===== src/rtl/project1.sv =====
// -----------------------------------------------------------------------------
// project1 -- four-entry 4-bit sorter with serial output
//
// This block holds four 4-bit unsigned entries. While idle it accepts one-hot
// or multi-hot writes. On a start request it sorts the entries in place with a
// fixed six-step compare-swap network. It then streams the sorted values out
// on partE, smallest first, one value per clock.
//
// Ports
//   clk    in   1  rising-edge clock for all state
//   rst    in   1  synchronous active-high reset
//   partA  in   4  write select, bit i selects entry i (multi-hot allowed)
//   partB  in   4  write data
//   partC  in   1  load enable (level, honoured only while idle)
//   partD  in   1  sort start (level, honoured only while idle, partC wins)
//   partE  out  4  registered sorted-data output
// -----------------------------------------------------------------------------
module project1 (
  input  logic       clk,
  input  logic       rst,
  input  logic [3:0] partA,
  input  logic [3:0] partB,
  input  logic       partC,
  input  logic       partD,
  output logic [3:0] partE
);

  typedef enum logic [1:0] {
    IDLE = 2'd0,
    SORT = 2'd1,
    OUT  = 2'd2
  } state_t;

  state_t     state_q, state_d;
  logic [3:0] mem_q [4];
  logic [3:0] mem_d [4];
  logic [2:0] step_q, step_d;
  logic [1:0] idx_q, idx_d;
  logic [3:0] part_e_q, part_e_d;
  logic [1:0] pair_lo;
  logic [1:0] pair_hi;

  // The compare-swap network visits the pairs (0,1) (1,2) (2,3) (0,1) (1,2)
  // (0,1). This is a bubble sort unrolled over six steps. After six steps, any
  // input order of four values ends up ascending.
  always_comb begin
    pair_lo = 2'd0;
    case (step_q)
      3'd0, 3'd3, 3'd5: pair_lo = 2'd0;
      3'd1, 3'd4:       pair_lo = 2'd1;
      3'd2:             pair_lo = 2'd2;
      default:          pair_lo = 2'd0;
    endcase
    pair_hi = pair_lo + 2'd1;
  end

  // Next-state logic. Every register holds its value by default.
  // IDLE: a write takes priority over a start request.
  // SORT: one compare-swap per clock. Equal values stay in place.
  // OUT:  one entry is registered onto partE per clock.
  always_comb begin
    state_d  = state_q;
    mem_d    = mem_q;
    step_d   = step_q;
    idx_d    = idx_q;
    part_e_d = part_e_q;

    case (state_q)
      IDLE: begin
        if (partC) begin
          for (int i = 0; i < 4; i++) begin
            if (partA[i]) begin
              mem_d[i] = partB;
            end
          end
        end else if (partD) begin
          state_d = SORT;
          step_d  = 3'd0;
        end
      end

      SORT: begin
        if (mem_q[pair_lo] > mem_q[pair_hi]) begin
          mem_d[pair_lo] = mem_q[pair_hi];
          mem_d[pair_hi] = mem_q[pair_lo];
        end
        if (step_q == 3'd5) begin
          state_d = OUT;
          step_d  = 3'd0;
          idx_d   = 2'd0;
        end else begin
          step_d = step_q + 3'd1;
        end
      end

      OUT: begin
        part_e_d = mem_q[idx_q];
        if (idx_q == 2'd3) begin
          state_d = IDLE;
          idx_d   = 2'd0;
        end else begin
          idx_d = idx_q + 2'd1;
        end
      end

      default: begin
        state_d = IDLE;
      end
    endcase
  end

  // State registers. Reset clears everything, including a sort or output
  // phase already in progress.
  always_ff @(posedge clk) begin
    if (rst) begin
      state_q  <= IDLE;
      step_q   <= 3'd0;
      idx_q    <= 2'd0;
      part_e_q <= 4'd0;
      for (int i = 0; i < 4; i++) begin
        mem_q[i] <= 4'd0;
      end
    end else begin
      state_q  <= state_d;
      step_q   <= step_d;
      idx_q    <= idx_d;
      part_e_q <= part_e_d;
      for (int i = 0; i < 4; i++) begin
        mem_q[i] <= mem_d[i];
      end
    end
  end

  assign partE = part_e_q;

endmodule


===== config.mk =====
export PLATFORM = sky130hd
export DESIGN_NAME = project1
export DESIGN_NICKNAME = d
export VERILOG_FILES = /design/src/rtl/project1.sv
export SDC_FILE = /design/constraint.sdc
export NUM_CORES = 1
export LEC_CHECK = 0
export BUFFER_PORTS_ARGS = -buffer_cell sky130_fd_sc_hd__buf_2
export CAP_MARGIN = 25
export CELL_PAD_IN_SITES_DETAIL_PLACEMENT = 1
export CELL_PAD_IN_SITES_GLOBAL_PLACEMENT = 1
export CORE_MARGIN = 10
export CORE_UTILIZATION = 25
export CTS_BUF_LIST = sky130_fd_sc_hd__clkbuf_8
export CTS_CLUSTER_SIZE = 12
export DETAILED_ROUTE_END_ITERATION = 10
export PLACE_DENSITY = 0.5
export SLEW_MARGIN = 0
export SYNTH_ARGS = -nofsm -noshare
export SYNTH_HDL_FRONTEND = slang
export SYNTH_SLANG_ARGS = --single-unit

===== constraint.sdc =====
create_clock -name clk -period 5.2 [get_ports clk]
set_input_delay 0.52 -clock clk [delete_from_list [all_inputs] [get_ports clk]]
set_output_delay 0.52 -clock clk [all_outputs]
set_load 0.01 [all_outputs]

==> results.md <==
- Outcome: finished, final reports clean
- Register area share after synthesis: 24.20%
- GRT overflow: 0
- Chip Height: 114.5 microns
- Synth Flop Type: dfxtp_1
- Fin crit period: 4588 ps
- Die area: 13,110 sq um
- Worst-Margin Slew: 760.2 ps
- Fin crit share: 88.24%
- Critical Path End Type: register
- Nets: 293
- Final hold vios: 0
- Final Non-Filler Cells: 378
- CTS Buf Count: 3
- Resized cells post-CTS: 0
- Area growth syn-to-layout: 8.067%
- Initial core utilization: 25.61%
- Worst r2r src: step_q[2]
- Syn Std Cell Area: 2233 sq um
- Syn nets: 292
- RSZ-0062 raised after global routing: false
- Post-synth EDFFs: 0
- GPL Wtd Cong: 0.8383
- Num ports: 16
- Hold-fix buffers at CTS: 0
- Clock latency on the worst-skew pair: 290 ps
- Vias in the first global route: 2,246
- Ys async rst share: 0%
- Core Region: 8721 sq um
- Max cap viols: 0
- First-pass GRT wire length: 13,090 microns
- Max Transition Viols Final: 0
- Required time of the critical path: 5360 ps
- Worst IR Drop VDD: 81.86 uV
- Drt drc: 0
- First drt pass iteration count: 4
- Fraction of layout cells with a size suffix above 1: 14.44%
- Routed len/inst: 21.65 microns
- DRT iter0 DRCs: 177
- Synthesized flop and latch total: 27
- Final Skew: 6.479 ps
- Clock sink count: 27
- Setup crit end: mem_q[8]
- Pwr/cell area: 259.5 nW/um^2
- Gate Count Post-Synth: 270
- GRT Resource Usage Total: 12.63%
- Relative slew slack: 49.25%
- ANT cells: 0
- Initial antenna violation count: 0
- Largest net degree at the start of global routing: 28
- R2R cell count: 13
- Endpoints failing setup: 0
- Drt via density: 5.746
- Max H-tree Level: 1
- Longest Clk Path Bufs: 2
- Clock transition at path regs: 110 ps
- DP HPWL: 6256 microns
- CP startpoint: step_q[2]
- Setup tns final: 0 ps
- Inst Count DP: 374
- Reg2reg end: mem_q[8]
- Number of distinct library cells after synthesis: 49
- Leakage power: 0.0008766 uW
- Detail Route Antenna Nets: 0
- CTS tree: yes
- R2R setup slack: 610 ps
- Hold/Removal Path Class: register to register
- Die width: 114.5 microns
- Root Driver: clkbuf_8
- Fmax: 0.2179 GHz
- Syn avg cell area: 8.272 sq um
- CP Data Arrival Time: 4740 ps
- Row Count: 34
- Type of the worst setup path: register to register
- Overall Power: 626.2 uW
- WL final: 8185 microns
- Port Buffers: 15
- Post-CTS setup repair buffer count: 0
- Startpoint Class: register
- Total number of vias: 2,172
- Crit-path max FO: 19
- Synth Warn #: 0
- Final Util: 27.68%
## per-stage QoR
stage	worst slack [ps]	area (sq um)	hold slack, ps
2_1_floorplan	1425	2233	458.8
3_3_place_gp	876.5	2365	469.5
3_5_place_dp	648.1	2365	489.3
4_1_cts	641.6	2414	515.8
5_1_grt	276.1	2414	565.9
6_report	611.7	2414	507.3
## worst max-delay path: stages (launching register included)
cell	delay, ps
dfxtp_1	830
xnor2_4	120
nor2_4	300
inv_1	110
ha_1	360
nor4b_4	510
a21oi_1	80
a32oi_1	500
ha_1	240
nand2_1	90
o21bai_1	190
a311o_1	470
nor3_1	470
a311oi_1	160
## layer usage
layer / GRT usage (%) / vias to the layer above / routed length [microns]
met1: 17.11 / 1084 / 3869
met4: 3.091 / 0 / 102
met5: 0 / - / 0
met3: 2.096 / 8 / 462
met2: 20.23 / 55 / 3751
li1: - / 1025 / -
## logic make-up after synthesis
group | after synthesis | synth area share, %
AO/OA/AOI/OAI | 80 | 26.72
XOR/XNOR | 1 | 1.233
adder cells (fa/ha/maj) | 10 | 5.602
buffers and inverters | 36 | 6.723
flip-flops | 27 | 24.20
multiplexers | 17 | 11.88
AND/OR/NAND/NOR | 99 | 23.64
## flip-flops by register name, summed over array words and instances (netlist names)
signal / cells
state_q: 2
partE: 4
mem_q: 16
idx_q: 2
step_q: 3
## power by group
part	switching [uW]	internal [uW]
logic	133	89.2
registers	39.4	228
clock network	82.3	54.8
total	255	372
## cell usage after synthesis, types with 6 or more instances
cell type / count / area, sq um
nand3_1: 6 / 30.03
nand2_1: 19 / 71.32
a31oi_1: 12 / 75.07
clkbuf_1: 17 / 63.81
mux4_2: 7 / 157.7
nor3b_1: 7 / 52.55
dfxtp_1: 27 / 540.5
o32ai_1: 8 / 70.07
inv_1: 13 / 48.80
o21ai_0: 6 / 30.03
a221oi_1: 8 / 70.07
nor2b_1: 11 / 68.82
nor2_1: 30 / 112.6
a21oi_1: 13 / 65.06
mux2_2: 6 / 67.56
a32oi_1: 6 / 52.55
ha_1: 10 / 125.1
## how the worst min path moves through the flow
stage,startpoint,endpoint,slack (ps),cells past startpoint
after floorplan,mem_q[1],mem_q[1],460,2
after global placement,partE[3],partE[3],470,2
after detailed placement,partE[3],partE[3],490,2
after CTS,partE[3],partE[3],520,2
after global routing,partE[2],partE[2],570,2
final,partE[3],partE[3],510,2
## final cells by class
class	count	area (sq um)
well taps	108	135.1
clock buffers	3	41.29
clock inverters	1	7.507
flip-flops and latches	27	540.5
fillers	1045	6307
multi-input cells	207	1543
repair buffers	17	90.09
inverters	15	56.30
## placed cells by master, fill, tap and decap left out, drive strengths merged, types with 6 or more instances in the layout
cell,count
a21oi,13
a221oi,8
a31oi,12
a32oi,6
buf,17
dfxtp,27
ha,10
inv,15
mux2,6
mux4,7
nand2,19
nand3,6
nor2,31
nor2b,11
nor3b,7
o21ai,7
o32ai,8
Note: power is estimated with default switching activity, not from simulation.
